`src/rtl/grid_cell_painter.sv`:
```
// Rasterises one grid cell (fill, border or erase) per request, one pixel per clock,
// for the VGA adapter plotting port. Start/ready/done handshake, err on bad requests.
module grid_cell_painter #(
  parameter int COORD_W  = 4,
  parameter int CLR_W    = 3,
  parameter int HPOS_W   = 8,
  parameter int VPOS_W   = 7,
  parameter int CELL     = 6,
  parameter int PITCH    = 7,
  parameter int X_ORIGIN = 28,
  parameter int Y_ORIGIN = 8,
  parameter int GRID_W   = 16,
  parameter int GRID_H   = 16,
  parameter int BG_CLR   = 0
) (
  input  logic               clk50,
  input  logic               reset,
  input  logic               start,
  input  logic [COORD_W-1:0] cell_x,
  input  logic [COORD_W-1:0] cell_y,
  input  logic [CLR_W-1:0]   clr_in,
  input  logic [1:0]         mode,
  output logic               ready,
  output logic               plot,
  output logic [HPOS_W-1:0]  hpos,
  output logic [VPOS_W-1:0]  vpos,
  output logic [CLR_W-1:0]   clr_out,
  output logic               done,
  output logic               err
);

  localparam int CNT_W = (CELL > 1) ? $clog2(CELL) : 1;

  typedef enum logic [1:0] {IDLE, DRAW, DONE} state_e;
  typedef enum logic [1:0] {
    M_FILL   = 2'b00,
    M_BORDER = 2'b01,
    M_ERASE  = 2'b10,
    M_RSVD   = 2'b11
  } mode_e;

  state_e             state_q, state_d;
  logic [CNT_W-1:0]   ix_q, ix_d, iy_q, iy_d;
  logic [COORD_W-1:0] cx_q, cx_d, cy_q, cy_d;
  mode_e              mode_q, mode_d;
  logic [CLR_W-1:0]   clr_q, clr_d;

  logic               ready_d, plot_d, done_d, err_d;
  logic [HPOS_W-1:0]  hpos_d;
  logic [VPOS_W-1:0]  vpos_d;
  logic [CLR_W-1:0]   clr_out_d;

  logic req_ok, ix_last, iy_last, on_edge;

  always_comb begin
    req_ok  = (int'(cell_x) < GRID_W) && (int'(cell_y) < GRID_H) &&
              (mode_e'(mode) != M_RSVD);
    ix_last = (ix_q == CNT_W'(CELL - 1));
    iy_last = (iy_q == CNT_W'(CELL - 1));
    on_edge = (ix_q == '0) || ix_last || (iy_q == '0) || iy_last;

    state_d   = state_q;
    ix_d      = ix_q;
    iy_d      = iy_q;
    cx_d      = cx_q;
    cy_d      = cy_q;
    mode_d    = mode_q;
    clr_d     = clr_q;
    ready_d   = ready;
    plot_d    = 1'b0;
    hpos_d    = hpos;
    vpos_d    = vpos;
    clr_out_d = clr_out;
    done_d    = 1'b0;
    err_d     = 1'b0;

    case (state_q)
      IDLE: begin
        // ready is the registered flag, so the cycle right after done still refuses start
        ready_d = 1'b1;
        if (ready && start) begin
          if (req_ok) begin
            cx_d    = cell_x;
            cy_d    = cell_y;
            mode_d  = mode_e'(mode);
            clr_d   = (mode_e'(mode) == M_ERASE) ? CLR_W'(BG_CLR) : clr_in;
            ix_d    = '0;
            iy_d    = '0;
            state_d = DRAW;
            ready_d = 1'b0;
          end else begin
            err_d = 1'b1;
          end
        end
      end
      DRAW: begin
        plot_d    = (mode_q != M_BORDER) || on_edge;
        hpos_d    = HPOS_W'(X_ORIGIN) + HPOS_W'(cx_q) * HPOS_W'(PITCH) + HPOS_W'(ix_q);
        vpos_d    = VPOS_W'(Y_ORIGIN) + VPOS_W'(cy_q) * VPOS_W'(PITCH) + VPOS_W'(iy_q);
        clr_out_d = clr_q;
        if (ix_last) begin
          ix_d = '0;
          if (iy_last) state_d = DONE;
          else         iy_d    = iy_q + 1'b1;
        end else begin
          ix_d = ix_q + 1'b1;
        end
      end
      DONE: begin
        done_d  = 1'b1;
        state_d = IDLE;
      end
      default: state_d = IDLE;
    endcase
  end

  always_ff @(posedge clk50) begin
    if (reset) begin
      state_q <= IDLE;
      ix_q    <= '0;
      iy_q    <= '0;
      cx_q    <= '0;
      cy_q    <= '0;
      mode_q  <= M_FILL;
      clr_q   <= '0;
      ready   <= 1'b1;
      plot    <= 1'b0;
      hpos    <= '0;
      vpos    <= '0;
      clr_out <= '0;
      done    <= 1'b0;
      err     <= 1'b0;
    end else begin
      state_q <= state_d;
      ix_q    <= ix_d;
      iy_q    <= iy_d;
      cx_q    <= cx_d;
      cy_q    <= cy_d;
      mode_q  <= mode_d;
      clr_q   <= clr_d;
      ready   <= ready_d;
      plot    <= plot_d;
      hpos    <= hpos_d;
      vpos    <= vpos_d;
      clr_out <= clr_out_d;
      done    <= done_d;
      err     <= err_d;
    end
  end

endmodule

```
`config.mk`:
```
export PLATFORM = sky130hd
export DESIGN_NAME = grid_cell_painter
export DESIGN_NICKNAME = d
export VERILOG_FILES = /design/src/rtl/grid_cell_painter.sv
export SDC_FILE = /design/constraint.sdc
export NUM_CORES = 1
export LEC_CHECK = 0
export ABC_AREA = 1
export CELL_PAD_IN_SITES_DETAIL_PLACEMENT = 1
export CELL_PAD_IN_SITES_GLOBAL_PLACEMENT = 1
export CORE_MARGIN = 8
export CORE_UTILIZATION = 37
export CTS_CLUSTER_DIAMETER = 60
export CTS_CLUSTER_SIZE = 25
export DETAILED_ROUTE_END_ITERATION = 12
export GPL_TIMING_DRIVEN = 1
export PLACE_DENSITY = 0.87
export SETUP_SLACK_MARGIN = 0.05
export SLEW_MARGIN = 10
export SYNTH_ARGS = -nofsm -noshare
export SYNTH_HDL_FRONTEND = slang
export SYNTH_SLANG_ARGS = --single-unit
export TNS_END_PERCENT = 100
```
`constraint.sdc`:
```
create_clock -name clk50 -period 2.6 [get_ports clk50]
set_input_delay 0.52 -clock clk50 [delete_from_list [all_inputs] [get_ports clk50]]
set_output_delay 0.52 -clock clk50 [all_outputs]
set_load 0.02 [all_outputs]
```
## Word level (Yosys, flattened, before mapping)

Cells that the tools add are included.
Widths: inputs -> output; s select.

- Word-level logic and storage cells: 68
- Input bits: 16
- Register bits: 43
- Memories: 0
- Memory bits (writable): 0
- Latch bits: 0
- Output and inout bits: 22
- Bits in read-only memories: 0

- Multiplexer cells: 16
- Reduce and logical (&&, ||, !) cells: 15
- Equality and inequality tests: 12
- $mul: 2
- Add/sub/neg operators: 6
- Shifts and indexed selects: 0
- Bitwise gates (word level): 3
- $lt $le $gt $ge: 0
- Divide/modulo/power cells: 0

Operators by type and width:

| operator | count |
|---|---|
| $mux 3 | 6 |
| $mul 4x3->7 const B | 2 |
| $ne 2x2->1 const B | 6 |
| $pmux 3 s2 | 2 |
| $add 5x7->8 const A | 1 |
| $add 8x3->8 | 1 |
| $mux 2 | 4 |
| $add 4x7->7 const A | 1 |
| $add 7x3->7 | 1 |
| $add 3x1->3 const B | 2 |
| $eq 3x3->1 const B | 2 |
| $logic_not 3->1 | 2 |
| $reduce_and 3->1 | 2 |
| $reduce_and 5->1 | 1 |
| $eq 2x2->1 const B | 2 |
| $logic_or 1x1->1 | 4 |
| $pmux 2 s2 | 1 |
| $reduce_and 4->1 | 1 |
| $mux 1 | 3 |
| $not 1->1 | 3 |
| $reduce_or 3->1 | 1 |
| $eq 2x1->1 const B | 1 |
| $logic_not 2->1 | 1 |
| $ne 2x1->1 const B | 1 |
| 3 further kinds | 3 |

## Logic depth before layout (Yosys ltp)

Gate-level depths: netlist (run 1).

- Depth after elaboration: 5
- Gate-level depth with buffers: 13
- Depth with buffers taken out: 13

## Worst setup path before layout (run 1)

Ideal clock, no wire load.

- Kind: flip-flop to flip-flop
- Start: register cx_q[0]
- End: register hpos[6]
- Path buffers: 0
- Clock period less this slack: 2.500 ns
- Arrival time: 2.385 ns
- Required time: 2.485 ns
- Slack: 0.100 ns
- Cell stages (with the launch flop): 13
- Library setup time: 0.115 ns
- Path through: dfxtp_1 inv_1 ha_1 ha_1 inv_1 fa_1 inv_1 ha_1 fa_1 nand3_1 a21oi_1 o21ai_0 inv_1

- Cells in the longest elaborated chain, start to end: 3

RTL lines:

| item | line | RTL |
|---|---|---|
| start: declaration | 44 | `logic [COORD_W-1:0] cx_q, cx_d, cy_q, cy_d;` |
| start signal: assignment | 122 | `cx_q <= '0;` |
| start signal: assignment | 137 | `cx_q <= cx_d;` |
| $mul 4x3->7 | 98 | `hpos_d = HPOS_W'(X_ORIGIN) + HPOS_W'(cx_q) * HPOS_W'(PITCH) + HPOS_W'(ix_q);` |
| $add 5x7->8 | 98 |  |
| $add 8x3->8 | 98 |  |
| end signal: assignment | 143 | `hpos <= hpos_d;` |
| end: declaration | 25 | `output logic [HPOS_W-1:0] hpos,` |

No other way between the ends.
A chain may end at the register's enable or synchronous reset.

## Worst setup path in the final report (run 1)

- Start: register cx_q[1]
- End: register hpos[6]

Same word-level chain as after synthesis.

==> impl_results.md, run 1 <==
* Hold crit path type: reg -> reg
* Synth Net Count at between 300 and 400
* Detail Route Antenna Nets at 0
* Max-slew headroom at a little over two thirds
* Synth unique cells at 33
* RD Place Congestion at around 0.85
* Vias post-DR at ~2300
* Cell Area, Synth at approximately 0.0026 mm2
* Cell internal pwr at ~1.2 mW
* Fin crit share at 93.6%
* Psw at 667 uW
* Drt pass-1 iters at 5
* Reg-to-Reg Start: cx_q[1]$_SDFFE_PP0P_
* Setup crit end kind: flop
* FP Rows at 30
* Max cap viols at 0
* Final core utilization at approximately 48%
* Worst-Margin Slew at around 0.44 ns
* Total gr overflow at 0
* Final hold slack at 0.465 ns
* Area grow syn2layout at 24.6%
* Cell Chain, Critical Path: inv_2 > ha_1 > ha_1 > inv_1 > fa_1 > inv_2 > ha_4 > fa_2 > nand3_2 > a21oi_1 > o21ai_1 > inv_1
* Net Sw Frac at a little over a third
* Synth top area cells: dfxtp_1 (33%), ha_1 (17%), inv_1 (6.6%)
* Seq pwr share at about two fifths
* Clk sinks at 43
* Avg Synthesized Cell Area at a little over 8 um2
* Via-per-instance ratio at between 4 and 5
* Core area at a little under 0.007 mm2
* # hold bufs at CTS at 0
* Hold_sp: clr_q[0]$_SDFFE_PP0P_
* Pwr/cell area at about 570 mW/mm2
* Die Width at ~100 um
* Setup violators final at 0
* Outcome: finished, final reports clean
* Largest area contributor in the synthesized netlist: dfxtp_1
* Synth async-reset ratio at 0%
* Finished Cell Area at around 0.0032 mm2
* Hold EP: clr_out[0]$_SDFFE_PP0P_
* RSZ-0062 raised after global routing: yes
* Slowest CP cell: fa_1
* First-pass GRT wire length at about 12 mm
* Worst R2R End: hpos[6]$_SDFFE_PP0P_
* Crit path launch type: flop
* Global Route Usage Sum at 14.6%
* Antenna violations before repair at 0
* Ant diodes at 0
* CP Data Arrival Time at 2.66 ns
* Yosys Warn Count at 0
* Maximum clock insertion buffer count at 2
* Final hold violation count at 0
* DP Area at about 0.0031 mm2
* Seq/Total Area, Yosys at between 30 and 40%
* CTS tree: yes
* Comb pwr share at about a third
* Final Skew at about 0.017 ns
* Register bit total from synthesis at 43
* Largest net degree at the start of global routing at 29
* Clock-pin slew of the registers on the worst-case setup and hold paths at 0.10 ns
* TritonCTS buffer count at 5
* Fin. max-slew vios at 0
* Hold Crit Depth at 2
* Largest stage delay, worst path at roughly 0.49 ns
* Tmin final at around 2.4 ns
* Gate Count Post-Synth at ~320
* Port buffer count at 37
* Leak at about 1.4 nW
* Initial core utilization at 38.2%
* WL/cell at between 15 and 20 um
* Io pins at 38
* R2r setup slk at about 0.17 ns
* Wirelength, routed at 7.12 mm
* Detailed Route Iter0 Violations at 99
* Worst Path Max Fanout at 4
* Die Area at between 0.009 and 0.01 mm2
* R2R depth at 12
* Vias in the first global route at ~2500
* Root Buffer: clkbuf_8
* Top-area cell type share of the netlist area at around 33%
* DRC at 0
* Critical path class: reg -> reg
* Final HPWL DP at 5.40 mm
* Nets at around 420
* Required @ worst endpoint at between 2 and 3 ns
* Chip Height at 99.8 um
* Main synth FF type: dfxtp_1
* Commonest cells post-synth: inv_1 (46), dfxtp_1 (43), nand2_1 (40)
* Most frequent cell after synthesis: inv_1
* Share of cells above drive strength 1 at approximately 15%
* Power share of the clock group at a little over a quarter
* Highest clock rate at between 400 and 500 MHz
* CTS H-tree depth at 2
* EDFF count, synth at 0
* Peak VDD IR at around 0.00022 V
* Worst skew pair latency at 0.33 ns
-- flip-flops by register name (all words and copies together) (netlist names), 2 cells and up --
register / cells
hpos: 8
vpos: 7
cx_q: 4
cy_q: 4
clr_out: 3
clr_q: 3
ix_q: 3
iy_q: 3
mode_q: 2
state_q: 2
-- per-stage QoR --
| step | setup TNS (ns) | instances | total power [mW] | setup WS, ns |
|---|---|---|---|---|
| floorplan | 0 | 316 | 1.13 | 0.0997 |
| global placement | 0 | 446 | 1.29 | 0.0491 |
| detailed placement | -0.118 | 446 | 1.32 | -0.118 |
| CTS | 0 | 455 | 1.82 | 0.0638 |
| global route | 0 | 455 | 1.93 | 0.0261 |
| finish | 0 | 455 | 1.83 | 0.166 |
-- final cells by class --
class | instances | area [um2]
Clock inverter | 3 | 26.3
Sequential cell | 43 | 867
Timing Repair Buffer | 43 | 415
Tap cell | 96 | 120
Clock buffer | 5 | 68.8
Multi-Input combinational cell | 215 | 1550
Fill cell | 827 | 3560
Inverter | 50 | 193
-- cells by family (layout without fill, tap and decap cells) --
family / after synthesis / count (layout) / share of synthesized area [%]
AOI/OAI and AO/OA: 62 / 62 / 13.4
xor gates and xnor gates: 3 / 3 / 1.01
adders and majority gates: 44 / 44 / 23.5
buffers and inverters: 58 / 101 / 9.54
DFF: 43 / 43 / 33.1
and+or+nand+nor: 106 / 106 / 19.4
-- power by group through the flow --
stage                     sequential (mW)  clock, mW  combinational [mW]
after floorplan                     0.793          0               0.332
after global placement              0.758          0               0.527
after detailed placement            0.763          0               0.561
after CTS                           0.747      0.496               0.573
after global routing                0.755      0.507               0.671
final                               0.748      0.480               0.605
-- cells in the final DEF, fill, tap and decap left out, types with 19 or more instances in the layout --
cell,count
nand2_1,40
nor2_1,23
nand3_1,19
clkdlybuf4s50_1,37
inv_1,42
ha_1,32
o21ai_0,22
dfxtp_1,38
a21oi_1,27
-- critical path, delay by kind of cell, from the launching register on --
| family | cells | cell delay [ns] |
|---|---|---|
| buffers and inverters | 4 | 0.20 |
| AND/OR/NAND/NOR | 1 | 0.10 |
| adder cells (fa/ha/maj) | 5 | 1.47 |
| flip-flops | 1 | 0.34 |
| AO/OA/AOI/OAI | 2 | 0.22 |
-- timing repair --
item                                    CTS  global route
hold endpoints to repair                  0             0
endpoints found under the setup margin    3             7
gates resized for setup                   6            15
pin swaps                                 1             6
buffers inserted                          1             0
gates cloned                              0             0
-- worst max-delay path by stage --
stage / to / start / depth (start not counted)
global route: hpos[6]$_SDFFE_PP0P_ / cx_q[1]$_SDFFE_PP0P_ / 12
CTS: hpos[6]$_SDFFE_PP0P_ / cx_q[1]$_SDFFE_PP0P_ / 12
detailed placement: hpos[6]$_SDFFE_PP0P_ / cx_q[0]$_SDFFE_PP0P_ / 12
finish: hpos[6]$_SDFFE_PP0P_ / cx_q[1]$_SDFFE_PP0P_ / 12
floorplan: hpos[6]$_SDFFE_PP0P_ / cx_q[0]$_SDFFE_PP0P_ / 12
global placement: hpos[6]$_SDFFE_PP0P_ / cx_q[0]$_SDFFE_PP0P_ / 12
-- layer usage --
metal	GRT usage (%)	part of all wire, %	up-vias
li1	-	-	1109
met1	15.3	42	1103
met2	27.4	53	31
met3	2.70	3.2	7
met4	6.98	1.7	0
met5	0	0	-
No activity file was read; power rests on OpenSTA's default activity.
==> run 2, diff against run 1 <==
--- a/config.mk
+++ b/config.mk
@@ -8,13 +8,15 @@
 export ABC_AREA = 1
 export CELL_PAD_IN_SITES_DETAIL_PLACEMENT = 1
 export CELL_PAD_IN_SITES_GLOBAL_PLACEMENT = 1
+export CORE_ASPECT_RATIO = 2
 export CORE_MARGIN = 8
-export CORE_UTILIZATION = 37
+export CORE_UTILIZATION = 42
 export CTS_CLUSTER_DIAMETER = 60
 export CTS_CLUSTER_SIZE = 25
 export DETAILED_ROUTE_END_ITERATION = 12
+export DONT_BUFFER_PORTS = 1
 export GPL_TIMING_DRIVEN = 1
-export PLACE_DENSITY = 0.87
+export PLACE_DENSITY = 0.85
 export SETUP_SLACK_MARGIN = 0.05
 export SLEW_MARGIN = 10
 export SYNTH_ARGS = -nofsm -noshare
==> run 2 against run 1 <==
  * Sequential share of layout area is 2.9 points higher
  * Global-route usage is 1.4 points higher
  * Clock power is 38% higher
  * Clock skew is 0.0099 ns lower
  * Non-clock buffer count is 37 lower
  * Worst hold slack worse by 0.18 ns
  * Critical path depth is 5 lower
  * Worst setup slack worse by 0.053 ns
  * Combinational power is 13% lower
  * Utilization is 1.0 points higher
  * Clock-buffer cell count is 1 higher
  * Routed wire length is 0.98% higher
  * Critical path type unchanged
  * Critical endpoint is now vpos[5]$_SDFFE_PP0P_
  * Highest routed layer unchanged
==> impl_results.md, run 2 (same netlist as run 1, synthesis figures left out) <==
* Critical path class: reg -> reg
* CP Data Arrival Time at ~2.7 ns
* Power share of the clock group at between 30% and 40%
* Die Width at 71.6 um
* Fin crit share at a little over nine tenths
* Cell Chain, Critical Path: fa_1 > inv_1 > fa_1 > fa_1 > nand3b_1 > a21o_1 > a31oi_1
* Detail Route Antenna Nets at 0
* Port buffer count at 0
* Antenna violations before repair at 0
* Die Area at 0.00911 mm2
* Reg-to-Reg Start: cy_q[0]$_SDFFE_PP0P_
* Detailed Route Iter0 Violations at 66
* CTS tree: yes
* Seq pwr share at approximately 40%
* Chip Height at about 130 um
* Nets at 381
* CTS H-tree depth at 2
* Clk sinks at between 40 and 50
* Pwr/cell area at about 680 mW/mm2
* Slowest CP cell: fa_1
* Commonest cells after routing, fill and taps aside: inv_1 (41), nand2_1 (40), dfxtp_1 (37)
* R2R depth at 7
* Vias post-DR at 2118
* Root Buffer: clkbuf_16
* Max FFs per register at 8
* Final Skew at about 0.0068 ns
* Worst skew pair latency at just under 0.3 ns
* Leak at 1.33 nW
* DP Area at around 0.0027 mm2
* CP dominant cell by count: fa_1
* Total gr overflow at 0
* Biggest regs: hpos (8), vpos (7)
* Setup crit end kind: flop
* RD Place Congestion at between 0.8 and 0.9
* Delay-heaviest family, CP: adder cells
* Wirelength, routed at a little over 7 mm
* Largest Register: hpos
* RSZ-0062 raised after global routing: yes
* Setup violators final at 0
* Final hold violation count at 0
* Vias in the first global route at between 2000 and 2500
* WL/cell at 18.7 um
* Initial core utilization at between 40% and 50%
* Crit path buffers/inverters at 1
* Critical Path End: vpos[5]$_SDFFE_PP0P_
* TritonCTS buffer count at 5
* Cell internal pwr at 1.31 mW
* Worst Path Max Fanout at 2
* Outcome: finished, final reports clean
* Io pins at 38
* Ant diodes at 0
* Max-slew headroom at 70.4%
* Setup crit start: cy_q[0]$_SDFFE_PP0P_
* Final HPWL DP at around 5.3 mm
* Psw at 668 uW
* Crit path launch type: flop
* First-pass GRT wire length at roughly 11 mm
* # hold bufs at CTS at 0
* Worst R2R End: vpos[5]$_SDFFE_PP0P_
* Via-per-instance ratio at 5.50
* Core area at 0.00601 mm2
* Tmin final at 2.49 ns
* Worst-Margin Slew at 0.444 ns
* Largest net degree at the start of global routing at 29
* Final hold slack at 0.284 ns
* Net Sw Frac at around a third
* DRC at 0
* R2r setup slk at ~0.11 ns
* Peak VDD IR at ~0.00046 V
* Highest clock rate at ~400 MHz
* CP Depth at 7
* FP Rows at 40
* Setup_tns at 0 ns
* Commonest non-fill, non-tap cell in the layout: inv_1
* Fin. max-slew vios at 0
* Area grow syn2layout at 12.5%
* Finished Cell Area at 0.00292 mm2
* Drt pass-1 iters at 4
* Hold crit path type: in -> reg
* Max cap viols at 0
* Required @ worst endpoint at roughly 2.8 ns
* Share of cells above drive strength 1 at 18.0%
* Maximum clock insertion buffer count at 2
* Comb pwr share at a little over a quarter
* Global Route Usage Sum at 16.0%
* Clock-pin slew of the registers on the worst-case setup and hold paths at about 0.06 ns
* Largest stage delay, worst path at around 0.53 ns
[run 2: power groups by stage]
stage	sequential [mW]	clock [mW]	combinational [mW]
4_1_cts	0.793	0.672	0.450
3_5_place_dp	0.807	0	0.439
5_1_grt	0.801	0.705	0.591
2_1_floorplan	0.793	0	0.332
6_report	0.794	0.661	0.526
3_3_place_gp	0.805	0	0.408
[run 2: area by class of cell]
class	count	area, um2
Inverter	50	193
Clock buffer	6	139
Clock inverter	2	16.3
Multi-Input combinational cell	215	1580
Sequential cell	43	868
Fill cell	723	3080
Tap cell	63	78.8
Timing Repair Buffer	6	45.0
[run 2: how the worst min path moves through the flow]
stage / from / end / slack [ns] / depth (start not counted)
6_report: reset / cy_q[0]$_SDFFE_PP0P_ / 0.28 / 1
5_1_grt: reset / cy_q[0]$_SDFFE_PP0P_ / 0.28 / 1
4_1_cts: reset / cy_q[0]$_SDFFE_PP0P_ / 0.28 / 1
3_5_place_dp: clr_q[1]$_SDFFE_PP0P_ / clr_out[1]$_SDFFE_PP0P_ / 0.45 / 2
3_3_place_gp: clr_q[1]$_SDFFE_PP0P_ / clr_out[1]$_SDFFE_PP0P_ / 0.45 / 2
2_1_floorplan: clr_q[0]$_SDFFE_PP0P_ / clr_out[0]$_SDFFE_PP0P_ / 0.42 / 2
[run 2: through the flow]
| stage | utilization, % | cells | worst slack [ns] | power [mW] |
|---|---|---|---|---|
| 6_report | 48.7 | 385 | 0.113 | 1.98 |
| 5_1_grt | 48.7 | 385 | 0.0466 | 2.10 |
| 4_1_cts | 46.9 | 384 | 0.0385 | 1.92 |
| 3_5_place_dp | 44.3 | 376 | -0.0292 | 1.25 |
| 3_3_place_gp | 44.3 | 376 | 0.0385 | 1.21 |
| 2_1_floorplan | - | 316 | 0.0997 | 1.13 |
[run 2: timing repair]
item | in CTS | in global routing
endpoints found under the setup margin | 2 | 6
endpoints found under the hold margin | 0 | 0
pin swaps | 0 | 6
buffers inserted | 0 | 1
resized for setup | 3 | 24
[run 2: routing by layer]
| metal | GRT usage [%] | share of wire (%) | vias to the layer above |
|---|---|---|---|
| li1 | - | - | 1036 |
| met1 | 13.4 | 33 | 1010 |
| met2 | 33.2 | 58 | 51 |
| met3 | 2.27 | 3.7 | 21 |
| met4 | 8.73 | 4.7 | 0 |
| met5 | 0 | 0 | - |
==> run 3, diff against run 2 <==
--- a/config.mk
+++ b/config.mk
@@ -11,7 +11,7 @@
 export CORE_ASPECT_RATIO = 2
 export CORE_MARGIN = 8
 export CORE_UTILIZATION = 42
-export CTS_CLUSTER_DIAMETER = 60
+export CTS_CLUSTER_DIAMETER = 50
 export CTS_CLUSTER_SIZE = 25
 export DETAILED_ROUTE_END_ITERATION = 12
 export DONT_BUFFER_PORTS = 1
==> results of run 3 <==
No change in the layout: final DEF, timing and power equal those of run 2.
